===== config.mk =====
export PLATFORM = sky130hd
export DESIGN_NAME = spm_mul_seq_flat
export DESIGN_NICKNAME = d
export VERILOG_FILES = /design/src/rtl/spm_mul_seq_if.sv /design/src/rtl/spm_mul_seq.sv /design/src/flat_wrapper.sv
export SDC_FILE = /design/constraint.sdc
export NUM_CORES = 1
export LEC_CHECK = 0
export CAP_MARGIN = 20
export CORE_UTILIZATION = 40
export CTS_CLUSTER_DIAMETER = 30
export DETAILED_ROUTE_END_ITERATION = 6
export SYNTH_ARGS = -nofsm -noshare
export SYNTH_HDL_FRONTEND = slang
export SYNTH_SLANG_ARGS = --single-unit

===== constraint.sdc =====
create_clock -name i_clk -period 3.1 [get_ports i_clk]
set_input_delay 0.62 -clock i_clk [delete_from_list [all_inputs] [get_ports i_clk]]
set_output_delay 0.62 -clock i_clk [all_outputs]
set_load 0.01 [all_outputs]

===== src/rtl/spm_mul_seq_if.sv =====
// Handshake/operand bundle for spm_mul_seq. With SPM_SERIAL_OUT_EN defined it
// also carries the serial product stream (y, y_valid).
interface spm_mul_seq_if #(
    parameter int WIDTH = 32
);
    logic               start;
    logic               signed_mode;
    logic [WIDTH-1:0]   a;
    logic [WIDTH-1:0]   b;
    logic               busy;
    logic               done;
    logic [2*WIDTH-1:0] p;
`ifdef SPM_SERIAL_OUT_EN
    logic               y;
    logic               y_valid;

    modport master (output start, signed_mode, a, b, input busy, done, p, y, y_valid);
    modport slave  (input start, signed_mode, a, b, output busy, done, p, y, y_valid);
`else
    modport master (output start, signed_mode, a, b, input busy, done, p);
    modport slave  (input start, signed_mode, a, b, output busy, done, p);
`endif
endinterface


===== src/rtl/spm_mul_seq.sv =====
// Sequential serial-parallel multiplier: a in parallel to a CSA cell chain, b
// shifted in LSB-first, product bits collected into p. Option: SPM_SERIAL_OUT_EN.
module spm_csa_cell (
    input  logic i_clk,
    input  logic i_rst,
    input  logic i_clr,
    input  logic i_cinit,
    input  logic i_en,
    input  logic i_a,
    input  logic i_x,
    input  logic i_neg,
    input  logic i_sin,
    output logic o_y
);
    logic       r_sin;
    logic       r_c;
    logic       w_pp;
    logic [1:0] w_sum;

    // A negated-weight cell adds ~pp; the missing constant comes from i_cinit.
    assign w_pp  = (i_a & i_x) ^ i_neg;
    assign w_sum = {1'b0, w_pp} + {1'b0, r_sin} + {1'b0, r_c};
    assign o_y   = w_sum[0];

    always_ff @(posedge i_clk) begin
        if (i_rst) begin
            r_sin <= 1'b0;
            r_c   <= 1'b0;
        end else if (i_clr) begin
            r_sin <= 1'b0;
            r_c   <= i_cinit;
        end else if (i_en) begin
            r_sin <= i_sin;
            r_c   <= w_sum[1];
        end
    end
endmodule

module spm_mul_seq #(
    parameter  int WIDTH = 32,
    localparam int CNT_W = $clog2(2*WIDTH) + 1
) (
    input  logic         i_clk,
    input  logic         i_rst,
    spm_mul_seq_if.slave bus
);
    typedef enum logic [1:0] {IDLE, RUN, DONE} state_t;

    state_t               r_state, w_next;
    logic                 w_accept;
    logic                 w_run;
    logic                 w_last;
    logic [WIDTH-1:0]     r_a;
    logic [WIDTH-1:0]     r_b;
    logic                 r_sm;
    logic [CNT_W-1:0]     r_cnt;
    logic [2*WIDTH-1:0]   r_sr;
    logic [2*WIDTH-1:0]   r_p;
    logic [WIDTH-1:0]     w_y;
    logic [WIDTH-1:0]     w_sin;
    logic [WIDTH-1:0]     w_neg;
    logic [WIDTH-1:0]     w_cinit;

    assign w_run  = (r_state == RUN);
    assign w_last = (r_cnt == CNT_W'(2*WIDTH-1));

    always_ff @(posedge i_clk) begin
        if (i_rst) r_state <= IDLE;
        else       r_state <= w_next;
    end

    always_comb begin
        w_next   = r_state;
        w_accept = 1'b0;
        case (r_state)
            IDLE: if (bus.start) begin
                w_accept = 1'b1;
                w_next   = RUN;
            end
            RUN:  if (w_last) w_next = DONE;
            DONE: begin
                w_next = IDLE;
                if (bus.start) begin
                    w_accept = 1'b1;
                    w_next   = RUN;
                end
            end
            default: w_next = IDLE;
        endcase
    end

    // Top cell carries the two's-complement weight; its carry preload of 1
    // supplies the constant that turns the per-cycle ~pp terms into -pp.
    assign w_sin   = {1'b0, w_y[WIDTH-1:1]};
    assign w_neg   = {r_sm, {(WIDTH-1){1'b0}}};
    assign w_cinit = {bus.signed_mode, {(WIDTH-1){1'b0}}};

    for (genvar gi = 0; gi < WIDTH; gi++) begin : g_cell
        spm_csa_cell u_cell (
            .i_clk   (i_clk),
            .i_rst   (i_rst),
            .i_clr   (w_accept),
            .i_cinit (w_cinit[gi]),
            .i_en    (w_run),
            .i_a     (r_a[gi]),
            .i_x     (r_b[0]),
            .i_neg   (w_neg[gi]),
            .i_sin   (w_sin[gi]),
            .o_y     (w_y[gi])
        );
    end

    always_ff @(posedge i_clk) begin
        if (i_rst) begin
            r_a   <= '0;
            r_b   <= '0;
            r_sm  <= 1'b0;
            r_cnt <= '0;
            r_sr  <= '0;
            r_p   <= '0;
        end else begin
            if (w_accept) begin
                r_a   <= bus.a;
                r_b   <= bus.b;
                r_sm  <= bus.signed_mode;
                r_cnt <= '0;
                r_sr  <= '0;
            end else if (w_run) begin
                // b shifts right, refilling with its sign bit in signed mode
                r_b   <= {r_sm & r_b[WIDTH-1], r_b[WIDTH-1:1]};
                r_cnt <= r_cnt + 1'b1;
                r_sr  <= {w_y[0], r_sr[2*WIDTH-1:1]};
            end
            if (w_run && w_last) r_p <= {w_y[0], r_sr[2*WIDTH-1:1]};
        end
    end

    assign bus.busy = w_run;
    assign bus.done = (r_state == DONE);
    assign bus.p    = r_p;
`ifdef SPM_SERIAL_OUT_EN
    assign bus.y       = w_run & w_y[0];
    assign bus.y_valid = w_run;
`endif
endmodule

===== src/flat_wrapper.sv =====
// flat-port wrapper written by rule: the top's interface ports become plain ports
module spm_mul_seq_flat 
#(
    parameter  int WIDTH = 32,
    localparam int CNT_W = $clog2(2*WIDTH) + 1
)
  (i_clk, i_rst, bus_start, bus_signed_mode, bus_a, bus_b, bus_busy, bus_done, bus_p);
  spm_mul_seq_if #(.WIDTH(WIDTH)) bus_i ();
  input  logic i_clk;
  input  logic i_rst;
  input wire logic [$bits(bus_i.start)-1:0] bus_start;
  input wire logic [$bits(bus_i.signed_mode)-1:0] bus_signed_mode;
  input wire logic [$bits(bus_i.a)-1:0] bus_a;
  input wire logic [$bits(bus_i.b)-1:0] bus_b;
  output wire logic [$bits(bus_i.busy)-1:0] bus_busy;
  output wire logic [$bits(bus_i.done)-1:0] bus_done;
  output wire logic [$bits(bus_i.p)-1:0] bus_p;
  assign bus_i.start = bus_start;
  assign bus_i.signed_mode = bus_signed_mode;
  assign bus_i.a = bus_a;
  assign bus_i.b = bus_b;
  assign bus_busy = bus_i.busy;
  assign bus_done = bus_i.done;
  assign bus_p = bus_i.p;
  spm_mul_seq #(.WIDTH(WIDTH)) u_core (.i_clk(i_clk), .i_rst(i_rst), .bus(bus_i));
endmodule

==> metrics.md <==
| Metric | Value |
|---|---|
| Outcome | `finished clean` |
| FF+latch count, synth | `about 260` |
| Post-Route Utilization | `0.534` |
| Power per cell area | `just over 700 mW/mm²` |
| FF-to-FF Start | `u_core.r_state[1]` |
| Fraction of layout cells with a size suffix above 1 | `0.0822` |
| Max Fclk | `approximately 380 MHz` |
| Avg Cell Area, Syn | `8.61 µm²` |
| Total CTS buffers | `54` |
| Largest net degree at the start of global routing | `189` |
| Via count | `8289` |
| Req. time, crit path | `between 2 and 2.5 ns` |
| Synth Area in Compound Gates | `0.107` |
| Design Area, Final | `between 0.01 and 0.015 mm²` |
| MaxCap Viol Count | `0` |
| Peak supply drop | `0.488 mV` |
| Die Y | `between 150 and 200 µm` |
| Starting density of the core | `0.407` |
| Static leakage | `between 4 and 5 nW` |
| RSZ-0062 raised after global routing | `false` |
| First-pass DRT Iterations | `4` |
| Synth Flop Type | `dfxtp_1` |
| Largest family of logic cells by synthesized area | `simple AND/OR/NAND/NOR gates` |
| Sum of negative setup slack | `0 ns` |
| RD Place Congestion | `0.684` |
| Cell Rows | `59` |
| Commonest non-fill, non-tap cell in the layout | `nand2_1` |
| Synthesized area | `0.0106 mm²` |
| Final Hold Slack | `around 0.45 ns` |
| Cell breakdown of the critical path | `nand2b_4, inv_6, clkdlybuf4s50_1` |
| CP Max Fanout | `51` |
| DRC | `0` |
| CP startpoint kind | `flop` |
| Clock skew | `0.0195 ns` |
| Routed length per instance | `12.8 µm` |
| Synth warn | `0` |
| Worst-case clock buffer depth | `3` |
| Layout area overhead | `31.1%` |
| I/O Buffers | `between 100 and 150` |
| Antenna diode count | `0` |
| Total GRT Usage | `0.166` |
| Xor and xnor fraction of the mapped netlist area | `0.00248` |
| Cell depth of the worst setup path | `3` |
| Tightest Pin Transition | `around 1.0 ns` |
| Top delay family on crit path | `buffers and inverters` |
| Final Hold Violating Endpoints | `0` |
| Crit share post-route | `0.852` |
| Global-route wire length before repair | `37200 µm` |
| Adder-Cell Fraction of Synth Area | `0.0610` |
| Worst path buffer plus inverter count | `2` |
| Initial DRC Count | `~420` |
| Number of global-route vias before repair | `7968` |
| Commonest non-fill, non-tap cells in the layout | `409 x nand2_1, 264 x dfxtp_1, 137 x a21oi_1` |
| FFs w/ async S/R, synth | `0` |
| CP Class | `flop to primary output` |
| CTS tree | `done` |
| WP data arrival | `2.02 ns` |
| Final setup violation count | `0` |
| Mux contribution to synthesized area | `0.0605` |
| Distinct cell type count after synthesis | `35` |
| Post-Syn Nets | `about 1300` |
| Max-slew violations | `0` |
| Worst hold path type | `flop to flop` |
| Setup crit start | `u_core.r_state[0]` |
| Initial antenna violation count | `0` |
| Total length of routed wires | `~22000 µm` |
| Crit path time final | `~2.6 ns` |
| H-tree level count | `2` |
| # IOs | `roughly 130` |
| CP peak stage delay | `0.54 ns` |
| Cells after Synth | `between 1000 and 1500` |
| Core Box Area | `0.0260 mm²` |
| Clock Latency Late Sink | `0.54 ns` |
| R2r endpoint | `u_core.r_b[5]` |
| Clk Tree Root Cell | `clkbuf_16` |
| Vias per Instance | `just under 5` |
| Final net count | `1432` |
| Worst-case reg-to-reg path depth | `4` |
| Setup crit end kind | `primary output` |
| Post-CTS Resized | `0` |
| Clock Sinks | `~260` |
| EDFF count, synth | `0` |
| GRT Residual Overflow | `0` |
| Reg-to-reg setup timing slack | `0.87 ns` |
| Slowest CP cell | `clkdlybuf4s50_1` |
| Slew Limit Headroom | `0.336` |
| Area after DPL | `about 0.012 mm²` |
| Clk pin slew, worst setup/hold paths | `0.05 ns` |
| DPL Wire Length | `between 10000 and 15000 µm` |
| Setup Buffers After CTS | `0` |
| Synth Area in Simple Gates | `0.206` |
| Cts hold-fix bufs | `0` |
| Die area | `approximately 0.027 mm²` |
| Seq/Total Area, Yosys | `0.499` |
| Post-route ant nets | `0` |
| Die Wd | `roughly 160 µm` |
| CP Capture Point | `bus_busy` |
## per-stage QoR
stage | power (mW) | std cells | setup WS [ns]
finish | 10.1 | 1710 | 0.459
global route | 10.5 | 1710 | 0.312
CTS | 10.2 | 1710 | 0.404
detailed placement | 4.18 | 1610 | 0.832
global placement | 4.17 | 1610 | 0.868
floorplan | 4.00 | 1229 | 1.50
## worst register-to-register path, cell delays in order, from the launching register on
cell and delay (ns):
dfxtp_1 0.33, nand2b_4 0.49, buf_4 0.86, o22ai_1 0.24, nor3_1 0.22
## kinds of logic after synthesis
group           Yosys count
simple gates            534
flops                   264
compound gates          203
buf+inv                 128
mux                      64
fa+ha+maj                33
xor+xnor                  3
## metal layers
metal,global-route usage,vias up,share of wire
li1,-,4282,-
met1,0.218,3814,0.49
met2,0.272,158,0.44
met3,0.0324,35,0.043
met4,0.0601,0,0.019
met5,0,-,0
## worst min-delay path by stage
stage                   start             end  slack (ns)  cells after the start
2_1_floorplan   u_core.r_a[0]   u_core.r_a[0]        0.43                      2
3_3_place_gp   u_core.r_a[24]  u_core.r_a[24]        0.44                      2
3_5_place_dp   u_core.r_a[23]  u_core.r_a[23]        0.44                      2
4_1_cts        u_core.r_a[23]  u_core.r_a[23]        0.45                      2
5_1_grt         u_core.r_a[0]   u_core.r_a[0]        0.47                      2
6_report        u_core.r_a[0]   u_core.r_a[0]        0.45                      2
## cells in the mapped netlist, types with 2 or more instances
cell	instances	share of area
a211oi_1	28	0.020
a21oi_1	137	0.065
and2_1	17	0.010
and2b_1	2	0.0014
buf_1	4	0.0014
buf_12	6	0.011
buf_2	51	0.024
buf_6	2	0.0021
clkbuf_1	32	0.011
dfxtp_1	264	0.50
fa_1	31	0.059
ha_1	2	0.0024
inv_1	30	0.011
mux2i_1	64	0.061
nand2_1	410	0.15
nand2b_1	2	0.0012
nand3_1	3	0.0014
nor2_1	30	0.011
nor3_1	62	0.029
o21ai_0	2	0.00095
o22ai_1	31	0.018
o31ai_1	3	0.0021
or4_1	3	0.0021
xnor2_1	2	0.0017
## state kept, by name, indices dropped and copies added (netlist names)
register	cells
u_core.r_sm	1
u_core.g_cell.u_cell.r_sin	31
u_core.r_a	32
u_core.r_state	2
u_core.r_b	32
u_core.r_cnt	7
u_core.g_cell.u_cell.r_c	32
u_core.bus.p	64
u_core.r_sr	63
## where the power goes
| group | switching [mW] | total (mW) | internal [mW] |
|---|---|---|---|
| logic | 0.347 | 0.558 | 0.211 |
| registers | 0.0525 | 3.55 | 3.50 |
| clock network | 1.83 | 5.97 | 4.14 |
| total | 2.23 | 10.1 | 7.85 |
## cell type report
type	instances	area, µm²
fill	2386	12100
sequential	264	5290
timing repair buffer	143	1480
inverter	31	124
clock inverter	36	485
tap	335	419
clock buffer	64	1440
multi-input combinational	837	4650
No activity file was read; power rests on OpenSTA's default activity.
